<file path="config.mk">
export PLATFORM = sky130hd
export DESIGN_NAME = mux2_sel_arbiter
export DESIGN_NICKNAME = d
export VERILOG_FILES = /design/src/rtl/mux2_ctrl_pkg.sv /design/src/rtl/mux2_settle_timer.sv /design/src/rtl/mux2_sel_arbiter.sv
export SDC_FILE = /design/constraint.sdc
export NUM_CORES = 1
export LEC_CHECK = 0
export CAP_MARGIN = 40
export CORE_UTILIZATION = 60
export DETAILED_ROUTE_END_ITERATION = 10
export PLACE_DENSITY_LB_ADDON = 0.05
export SLEW_MARGIN = 20
export SYNTH_ARGS = -nofsm -noshare
export SYNTH_HDL_FRONTEND = slang
export SYNTH_SLANG_ARGS = --single-unit
</file>
<file path="constraint.sdc">
create_clock -name i_clk -period 3.29 [get_ports i_clk]
set_clock_uncertainty 0.15 [all_clocks]
set_input_delay 0.658 -clock i_clk [delete_from_list [all_inputs] [get_ports i_clk]]
set_output_delay 0.658 -clock i_clk [all_outputs]
set_load 0.01 [all_outputs]
</file>
<file path="src/rtl/mux2_ctrl_pkg.sv">
// Shared types and constants for the two-source mux SEL arbiter.
package mux2_ctrl_pkg;

  typedef enum logic [1:0] {
    ST_IDLE   = 2'b00,
    ST_SETTLE = 2'b01,
    ST_GRANT  = 2'b10
  } arb_state_t;

  localparam logic SEL_A = 1'b0;
  localparam logic SEL_B = 1'b1;

  function automatic int unsigned max_u(input int unsigned a, input int unsigned b);
    return (a > b) ? a : b;
  endfunction

endpackage

</file>
<file path="src/rtl/mux2_settle_timer.sv">
// Load/decrement down-counter timing the dead cycles after a SEL change.
module mux2_settle_timer #(
  parameter int unsigned CNT_W = 2
) (
  input  logic             i_clk,
  input  logic             i_rst_n,
  input  logic             i_load,
  input  logic             i_dec,
  input  logic [CNT_W-1:0] i_load_val,
  output logic             o_done
);

  localparam logic [CNT_W-1:0] CntOne = CNT_W'(1);
  localparam logic [CNT_W-1:0] CntTwo = CNT_W'(2);

  logic [CNT_W-1:0] r_cnt;
  logic             r_done;

  // r_done is high during the final settle cycle: the next decrement reaches zero.
  always_ff @(posedge i_clk or negedge i_rst_n) begin
    if (!i_rst_n) begin
      r_cnt  <= '0;
      r_done <= 1'b0;
    end else if (i_load) begin
      r_cnt  <= i_load_val;
      r_done <= (i_load_val == CntOne);
    end else if (i_dec) begin
      if (r_cnt != '0) begin
        r_cnt <= r_cnt - CntOne;
      end
      r_done <= (r_cnt == CntTwo);
    end
  end

  assign o_done = r_done;

endmodule

</file>
<file path="src/rtl/mux2_sel_arbiter.sv">
// Round-robin two-source arbiter driving the SEL of a slow 2:1 mux, with settle gaps.
module mux2_sel_arbiter
  import mux2_ctrl_pkg::*;
#(
  parameter int unsigned BURST_MAX = 4,
  parameter int unsigned SETTLE    = 2
) (
  input  logic i_clk,
  input  logic i_rst_n,
  input  logic i_req_a,
  input  logic i_req_b,
  output logic o_sel,
  output logic o_gnt_a,
  output logic o_gnt_b,
  output logic o_out_valid,
  output logic o_busy
);

  localparam int unsigned CNT_W = $clog2(max_u(BURST_MAX, SETTLE) + 1);
  localparam logic [CNT_W-1:0] BurstMaxC = CNT_W'(BURST_MAX);
  localparam logic [CNT_W-1:0] SettleC   = CNT_W'(SETTLE);
  localparam logic [CNT_W-1:0] CntOne    = CNT_W'(1);

  arb_state_t       r_state;
  logic             r_sel;
  logic             r_last;
  logic             r_gnt_a;
  logic             r_gnt_b;
  logic             r_valid;
  logic             r_busy;
  logic [CNT_W-1:0] r_burst;

  logic w_any_req;
  logic w_win;
  logic w_req_own;
  logic w_req_oth;
  logic w_switch;
  logic w_load;
  logic w_dec;
  logic w_tmr_done;

  // In SETTLE and GRANT the target/owner channel is always the current SEL.
  always_comb begin
    w_any_req = i_req_a | i_req_b;
    w_win     = SEL_A;
    if (i_req_a && i_req_b) begin
      w_win = ~r_last;
    end else if (i_req_b) begin
      w_win = SEL_B;
    end
    w_req_own = (r_sel == SEL_B) ? i_req_b : i_req_a;
    w_req_oth = (r_sel == SEL_B) ? i_req_a : i_req_b;
    w_switch  = (r_state == ST_GRANT) && w_req_oth && (!w_req_own || (r_burst == BurstMaxC));
    w_load    = ((r_state == ST_IDLE) && w_any_req && (w_win != r_sel)) || w_switch;
    w_dec     = (r_state == ST_SETTLE);
  end

  mux2_settle_timer #(
    .CNT_W(CNT_W)
  ) u_settle_timer (
    .i_clk      (i_clk),
    .i_rst_n    (i_rst_n),
    .i_load     (w_load),
    .i_dec      (w_dec),
    .i_load_val (SettleC),
    .o_done     (w_tmr_done)
  );

  always_ff @(posedge i_clk or negedge i_rst_n) begin
    if (!i_rst_n) begin
      r_state <= ST_IDLE;
      r_sel   <= SEL_A;
      r_last  <= SEL_B;
      r_gnt_a <= 1'b0;
      r_gnt_b <= 1'b0;
      r_valid <= 1'b0;
      r_busy  <= 1'b0;
      r_burst <= '0;
    end else begin
      unique case (r_state)
        ST_IDLE: begin
          if (w_any_req) begin
            r_busy <= 1'b1;
            if (w_win == r_sel) begin
              r_state <= ST_GRANT;
              r_gnt_a <= (w_win == SEL_A);
              r_gnt_b <= (w_win == SEL_B);
              r_valid <= 1'b1;
              r_burst <= CntOne;
            end else begin
              r_state <= ST_SETTLE;
              r_sel   <= w_win;
            end
          end
        end
        ST_SETTLE: begin
          if (w_tmr_done) begin
            if (w_req_own) begin
              r_state <= ST_GRANT;
              r_gnt_a <= (r_sel == SEL_A);
              r_gnt_b <= (r_sel == SEL_B);
              r_valid <= 1'b1;
              r_burst <= CntOne;
            end else begin
              r_state <= ST_IDLE;
              r_busy  <= 1'b0;
            end
          end
        end
        ST_GRANT: begin
          if (w_switch) begin
            r_state <= ST_SETTLE;
            r_sel   <= ~r_sel;
            r_last  <= r_sel;
            r_gnt_a <= 1'b0;
            r_gnt_b <= 1'b0;
            r_valid <= 1'b0;
          end else if (!w_req_own) begin
            r_state <= ST_IDLE;
            r_last  <= r_sel;
            r_gnt_a <= 1'b0;
            r_gnt_b <= 1'b0;
            r_valid <= 1'b0;
            r_busy  <= 1'b0;
          end else if (r_burst != BurstMaxC) begin
            r_burst <= r_burst + CntOne;
          end
        end
        default: begin
          r_state <= ST_IDLE;
          r_gnt_a <= 1'b0;
          r_gnt_b <= 1'b0;
          r_valid <= 1'b0;
          r_busy  <= 1'b0;
        end
      endcase
    end
  end

  assign o_sel       = r_sel;
  assign o_gnt_a     = r_gnt_a;
  assign o_gnt_b     = r_gnt_b;
  assign o_out_valid = r_valid;
  assign o_busy      = r_busy;

endmodule

</file>
==> results.md, run 1 <==
Critical path
* **element type at the critical path end** register
* **crit path to** r_burst[2]
* **combined buffer and inverter count along the critical path** 1
* **Crit Path Max Fanout** 12
* **end of the worst register-to-register path** r_burst[2]
* **delay contributed by the slowest stage of the critical path** 730 ps
* **worst path cell trace** clkdlybuf4s50_1 > a21boi_4 > xor2_1 > a221o_1 > or2_1 > o311ai_2
* **number of logic stages on the critical path including buffering** 6
* **cell type group with the largest total delay on the critical path** compound AO/OA/AOI/OAI gates
* **source of the worst register-to-register timing path** r_last
* **Critical-path top delay cell** sky130_fd_sc_hd__clkdlybuf4s50_1
* **first element of the critical path** i_req_a
* **Crit Path Category** primary input to register
* **reg2reg setup slack** 1160 ps
* **data arrival at the endpoint of the critical path** 2730 ps
* **cell depth of the worst flop-to-flop path** 5
* **launching element type of the critical path** primary input
* **Worst Path Required** 3320 ps

CTS
* **clk buf depth** 2
* **cts repair resizes** 0
* **CTS Buf Count** 3
* **hold buffers post-CTS** 0
* **CTS H-tree lvls** 1
* **TritonCTS clock tree** done
* **clock latency reported for the late side of the worst-skew pair** 280 ps
* **clk sink count** 15
* **cell chosen for the clock root** sky130_fd_sc_hd__clkbuf_4
* **count of buffers added by post-CTS timing repair for setup** 0
* **Clk pin slew, worst setup/hold paths** 80 ps

Logic synthesis
* **cell accounting for the most synthesized area** sky130_fd_sc_hd__dfrtp_1
* **Yosys top cell area share** 33.78%
* **total number of yosys warnings** 0
* **number of distinct library cell variants in the gate-level netlist after synthesis** 35
* **post-synthesis sequential area ratio** 36.31%
* **cell with the most instances after synthesis** sky130_fd_sc_hd__dfrtp_1
* **top_reg_cell synth** sky130_fd_sc_hd__dfrtp_1
* **Area contributors post-synth** sky130_fd_sc_hd__dfrtp_1 (34%), sky130_fd_sc_hd__ha_1 (11%), sky130_fd_sc_hd__o21ai_1 (4.3%), sky130_fd_sc_hd__inv_1 (4.3%), sky130_fd_sc_hd__nand2_1 (4.0%)
* **most used standard cells in the synthesized netlist** sky130_fd_sc_hd__dfrtp_1 (14), sky130_fd_sc_hd__inv_1 (12), sky130_fd_sc_hd__nand2_1 (11)
* **Net Count, Synth** 130
* **number of instances in the synthesized netlist** 117
* **syn_area_per_cell** 8.865 um2
* **count of flip-flops with a built-in enable after synthesis** 0
* **share of flip-flops with an asynchronous set or reset** 100.0%
* **Seq cells post-synth** 15
* **Cell Area, Synth** 0.001037 mm2

Floorplan
* **die area** 0.001899 mm2
* **I/O pin total** 9
* **Core Area** 0.001559 mm2
* **Die Ht** 43.58 um
* **x dimension of the die** 43.58 um
* **starting density of the core** 66.53%
* **number of rows in the core area** 14

Global routing
* **pin count of the biggest net entering global routing** 16
* **aggregate global routing overflow** 0
* **GR Util All Layers** 23.54%
* **via count of the first global-routing pass** 789
* **antenna violations before repair** 0
* **global-route wire length before repair** 3.374 mm

Flow run
* **maxcap violations** 0

Detailed routing
* **number of violations reported at the end of detailed-routing iteration 0** 37
* **post-route ant nets** 0
* **number of optimization iterations in the first detailed-route pass** 7
* **Detailed Route WL** 1.963 mm
* **overall via count from detail_route** 874
* **vias per inst** 6.199
* **Wirelength per Cell** 13.92 um
* **residual DRC count** 2

Pwr
* **Peak VDD IR** 0.5135 mV
* **total power after layout** 1.046 mW
* **total power divided by cell area** 914.6 mW/mm2
* **total leakage power** 0.5100 nW

Timing
* **setup repair after global routing missed its margin** false
* **post-route setup TNS** 0 ps
* **peak clock frequency supported by timing** 370.2 MHz
* **Final min period** 2701 ps
* **final cycle utilization of the critical path** 82.10%
* **post-route worst setup slack** 589.0 ps
* **final hold violation count** 0
* **Worst-Margin Slew** 685.2 ps
* **max-slew headroom at the worst pin** 54.18%
* **Max Slew Vio Count** 0
* **Final setup violation count** 0

Finish
* **Filler Cells Inserted** 117
* **Post-layout nets** 139
* **number of diodes** 0
* **share of final-layout standard cells stronger than drive strength 1** 6.400%
* **area growth from synthesis to final layout** 10.25%

Worst hold path
* **class of the most critical hold timing path** register to register

Outcome
* **result of the run** finished, violations left
* **violations in the final reports** design-rule violations

Placed design
* **hpwl dp** 1.479 mm
* **RePlAce Congestion** 0.8767
* **worst slack after detailed placement** 324.3 ps
* **buffers added on ports** 8

area by class of cell:
cell class / instances / area [um2] / area share (%)
Multi-Input combinational cell: 85 / 588.1 / 51.42
Sequential cell: 15 / 376.6 / 32.93
Timing Repair Buffer: 9 / 87.58 / 7.659
Inverter: 12 / 45.04 / 3.939
Clock buffer: 4 / 26.28 / 2.298
Tap cell: 16 / 20.02 / 1.751
routing by layer:
| layer | up-vias | part of all wire, % | global-route usage (%) |
|---|---|---|---|
| met1 | 406 | 49 | 33.16 |
| met4 | 0 | 1.2 | 9.375 |
| met5 | - | 0 | 0 |
| li1 | 435 | - | - |
| met3 | 4 | 4.1 | 2.500 |
| met2 | 29 | 45 | 37.01 |
stage by stage:
stage / instance area, um2 / hold slack [ps] / cells / util, %
detailed placement: 1117 / 335.8 / 137 / 71.67
finish: 1144 / 345.4 / 141 / 73.35
global route: 1144 / 369.3 / 141 / 73.35
global placement: 1117 / 320.9 / 137 / 71.67
floorplan: 1037 / 212.4 / 117 / -
CTS: 1144 / 355.5 / 141 / 73.35
layout by cell type (no fill, tap or decap), drive strengths merged, types with 2 or more instances in the layout:
master         Yosys  layout
ha                 9       9
nand2b             3       3
clkbuf             3       4
o41ai              2       2
a21boi             4       4
o22ai              4       4
nor2               8       8
mux2               4       4
nand2             11      11
inv               12      12
nand3              6       6
clkdlybuf4s50      0       8
o221ai             2       2
o21ai             11      11
dfrtp             14      14
a21oi              7       7
flip-flops by register name, summed over array words and instances, names as in the netlist:
register / flops
o_gnt_b: 1
r_state: 2
r_last: 1
o_busy: 1
o_out_valid: 1
u_settle_timer.o_done: 1
o_gnt_a: 1
o_sel: 1
r_burst: 3
u_settle_timer.r_cnt: 3
worst reg2reg max path: cells and delay by family, from the launching register on:
family	cells	cell delay (ps)
and+or+nand+nor	1	300
xor gates and xnor gates	1	190
AOI/OAI and AO/OA	3	820
DFF	1	580
power by group:
part | internal, mW | total, mW | switching, mW
combinational | 0.267 | 0.588 | 0.321
sequential | 0.273 | 0.355 | 0.0823
clock | 0.0470 | 0.103 | 0.0555
logic make-up after synthesis:
family                   after synthesis  synth area share [%]
adder cells (fa/ha/maj)                9                 10.86
multiplexers                           4                 4.342
AND/OR/NAND/NOR                       32                 14.23
AO/OA/AOI/OAI                         38                 25.57
flip-flops                            15                 36.31
XOR/XNOR                               2                 1.689
buffers and inverters                 17                 6.995
worst min path at each step:
stage          cells past startpoint      end    start  slack (ps)
2_1_floorplan                      0   o_busy  i_rst_n         210
3_3_place_gp                       1  o_gnt_b  o_gnt_b         320
3_5_place_dp                       1  o_gnt_a  o_gnt_a         340
4_1_cts                            1  o_gnt_a  o_gnt_a         360
5_1_grt                            1  o_gnt_b  o_gnt_b         370
6_report                           1  o_gnt_a  o_gnt_a         350
Power figures use the tool's default switching activity.
==> run 2: changes to the inputs <==
--- a/config.mk
+++ b/config.mk
@@ -6,7 +6,7 @@
 export NUM_CORES = 1
 export LEC_CHECK = 0
 export CAP_MARGIN = 40
-export CORE_UTILIZATION = 60
+export CORE_UTILIZATION = 50
 export DETAILED_ROUTE_END_ITERATION = 10
 export PLACE_DENSITY_LB_ADDON = 0.05
 export SLEW_MARGIN = 20
==> constraint.sdc (replaced) <==
create_clock -name i_clk -period 2.3 [get_ports i_clk]
set_clock_uncertainty 0.15 [all_clocks]
set_input_delay 0.46 -clock i_clk [delete_from_list [all_inputs] [get_ports i_clk]]
set_output_delay 0.46 -clock i_clk [all_outputs]
set_load 0.01 [all_outputs]
==> results.md, run 2 (synthesis results as in run 1) <==
CTS
* **cts repair resizes** 0, unchanged
* **cell chosen for the clock root** sky130_fd_sc_hd__clkbuf_4, unchanged
* **count of buffers added by post-CTS timing repair for setup** 0, unchanged
* **CTS Buf Count** 3, unchanged
* **TritonCTS clock tree** done, unchanged
* **clock latency reported for the late side of the worst-skew pair** 290 ps, was 280 ps
* **Clk pin slew, worst setup/hold paths** 90 ps, was 80 ps
* **hold buffers post-CTS** 0, unchanged
* **CTS H-tree lvls** 1, unchanged
* **clk buf depth** 2, unchanged
* **clk sink count** 15, unchanged

Floorplan
* **die area** 0.002261 mm2, was 0.001899 mm2
* **starting density of the core** 52.87%, was 66.53%
* **Core Area** 0.001962 mm2, was 0.001559 mm2
* **number of rows in the core area** 16, was 14
* **x dimension of the die** 47.55 um, was 43.58 um
* **Die Ht** 47.55 um, was 43.58 um
* **I/O pin total** 9, unchanged

Timing
* **Final setup violation count** 0, unchanged
* **max-slew headroom at the worst pin** 70.26%, was 54.18%
* **Worst-Margin Slew** 446.0 ps, was 685.2 ps
* **Final min period** 2179 ps
* **final hold violation count** 0, unchanged
* **peak clock frequency supported by timing** 458.9 MHz
* **setup repair after global routing missed its margin** false, unchanged
* **final cycle utilization of the critical path** 94.74%
* **Max Slew Vio Count** 0, unchanged

Detailed routing
* **Detailed Route WL** 2.248 mm, was 1.963 mm
* **number of violations reported at the end of detailed-routing iteration 0** 26, was 37
* **residual DRC count** 0, was 2
* **post-route ant nets** 0, unchanged
* **Wirelength per Cell** 13.38 um, was 13.92 um
* **vias per inst** 5.411, was 6.199
* **number of optimization iterations in the first detailed-route pass** 5, was 7
* **overall via count from detail_route** 909, was 874

Global routing
* **most utilized layer in the global route result** met1, was met2
* **met3 demand-to-capacity share in global routing** 3.396%, was 2.500%
* **global-route wire length before repair** 3.553 mm, was 3.374 mm
* **via count of the first global-routing pass** 795, was 789
* **aggregate global routing overflow** 0, unchanged
* **GR Util met1** 34.43%, was 33.16%
* **GR Util All Layers** 23.16%, was 23.54%
* **met2 Track Usage GR** 33.42%, was 37.01%
* **pin count of the biggest net entering global routing** 16, unchanged
* **antenna violations before repair** 0, unchanged

Finish
* **Filler Cells Inserted** 174, was 117
* **commonest non-fill, non-tap cells in the layout** sky130_fd_sc_hd__buf_4 (17), sky130_fd_sc_hd__dfrtp_1 (14), sky130_fd_sc_hd__inv_1 (12), sky130_fd_sc_hd__nand2_1 (11), was sky130_fd_sc_hd__dfrtp_1 (14), sky130_fd_sc_hd__inv_1 (12), sky130_fd_sc_hd__nand2_1 (11), sky130_fd_sc_hd__o21ai_1 (9), sky130_fd_sc_hd__ha_1 (9)
* **number of diodes** 0, unchanged
* **most common cell after layout, fill and taps aside** sky130_fd_sc_hd__buf_4, was sky130_fd_sc_hd__dfrtp_1
* **Post-layout nets** 155, was 139
* **multi-input logic area** 588.1 um2, unchanged
* **Storage cell area** 376.6 um2, unchanged
* **area growth from synthesis to final layout** 23.16%, was 10.25%
* **Largest regs** r_burst (3), u_settle_timer.r_cnt (3), r_state (2), unchanged
* **core occupancy in the finished layout** 65.11%, was 73.35%
* **share of final-layout standard cells stronger than drive strength 1** 17.02%, was 6.400%
* **final cell count without fillers** 168, was 141

Critical path
* **source of the worst register-to-register timing path** r_state[0], was r_last
* **element type at the critical path end** register, unchanged
* **Crit Path Category** primary input to register, unchanged
* **cell type group with the largest total delay on the critical path** buffers and inverters, was compound AO/OA/AOI/OAI gates
* **combined buffer and inverter count along the critical path** 1, unchanged
* **Critical-path top delay cell** sky130_fd_sc_hd__clkdlybuf4s50_1, unchanged
* **Crit Path Max Fanout** 6, was 12
* **Worst Path Required** 2330 ps, was 3320 ps
* **launching element type of the critical path** primary input, unchanged
* **delay contributed by the slowest stage of the critical path** 550 ps, was 730 ps
* **data arrival at the endpoint of the critical path** 2210 ps, was 2730 ps
* **worst path cell trace** clkdlybuf4s50_1 > a21boi_4 > xor2_1 > a221o_1 > nor2_1 > mux2_1, was clkdlybuf4s50_1 > a21boi_4 > xor2_1 > a221o_1 > or2_1 > o311ai_2
* **first element of the critical path** i_req_a, unchanged

Placed design
* **placed cell count** 164, was 137
* **hpwl dp** 1.710 mm, was 1.479 mm
* **buffers added on ports** 8, unchanged
* **RePlAce Congestion** 0.8628, was 0.8767

Flow run
* **maxcap violations** 0, unchanged

Pwr
* **Peak VDD IR** 0.7745 mV, was 0.5135 mV
* **total leakage power** 0.5878 nW, was 0.5100 nW
* **total power after layout** 1.645 mW, was 1.046 mW
* **total power divided by cell area** 1288 mW/mm2, was 914.6 mW/mm2

Worst hold path
* **class of the most critical hold timing path** primary input to asynchronous set/reset pin, was register to register

Outcome
* **result of the run** finished, final reports clean, was finished, violations left

-- run 2: worst paths after layout --
check | end | slack [ps] | cells after the start
max | o_gnt_b | 120 | 6
min | o_out_valid | 330 | 2
max reg2reg | o_gnt_b | 230 | 7
min reg2reg | o_gnt_b | 350 | 1
max in group asynchronous | r_last | 1430 | 2
min in group i_clk | o_gnt_b | 350 | 1
-- run 2: through the flow --
stage                     TNS, ps  hold WS [ps]  cell area [um2]  worst slack [ps]
after floorplan                 0         14.41             1037             252.7
after global placement     -889.8         329.2             1251            -160.0
after detailed placement   -968.4         336.5             1251            -186.4
after CTS                       0         321.1             1277             128.5
after global routing            0         353.2             1277             34.55
final                           0         327.3             1277             121.1
-- run 2: metal layers --
metal / vias up / wire length (um)
met1: 416 / 1188
met2: 23 / 937
met5: - / 0
met4: 0 / 47
met3: 5 / 75
li1: 465 / -
-- run 2: layout make-up --
| cell class | count | area share, % |
|---|---|---|
| Clock buffer | 4 | 2.057 |
| Inverter | 12 | 3.526 |
| Multi-Input combinational cell | 85 | 46.03 |
| Sequential cell | 15 | 29.48 |
| Tap cell | 27 | 2.644 |
| Timing Repair Buffer | 25 | 16.26 |
-- run 2: worst reg2reg max path: cells and delay by family (launching register included) --
family	cells	cell delay, ps
and+or+nand+nor	2	300
adders and majority gates	1	300
muxes	1	340
DFF	1	400
AOI/OAI and AO/OA	2	400
buffers and inverters	1	80
-- run 2: report_power, final --
part | internal [mW] | switching (mW)
Combinational | 0.480 | 0.513
Sequential | 0.390 | 0.107
Clock | 0.0676 | 0.0882
Total | 0.938 | 0.707
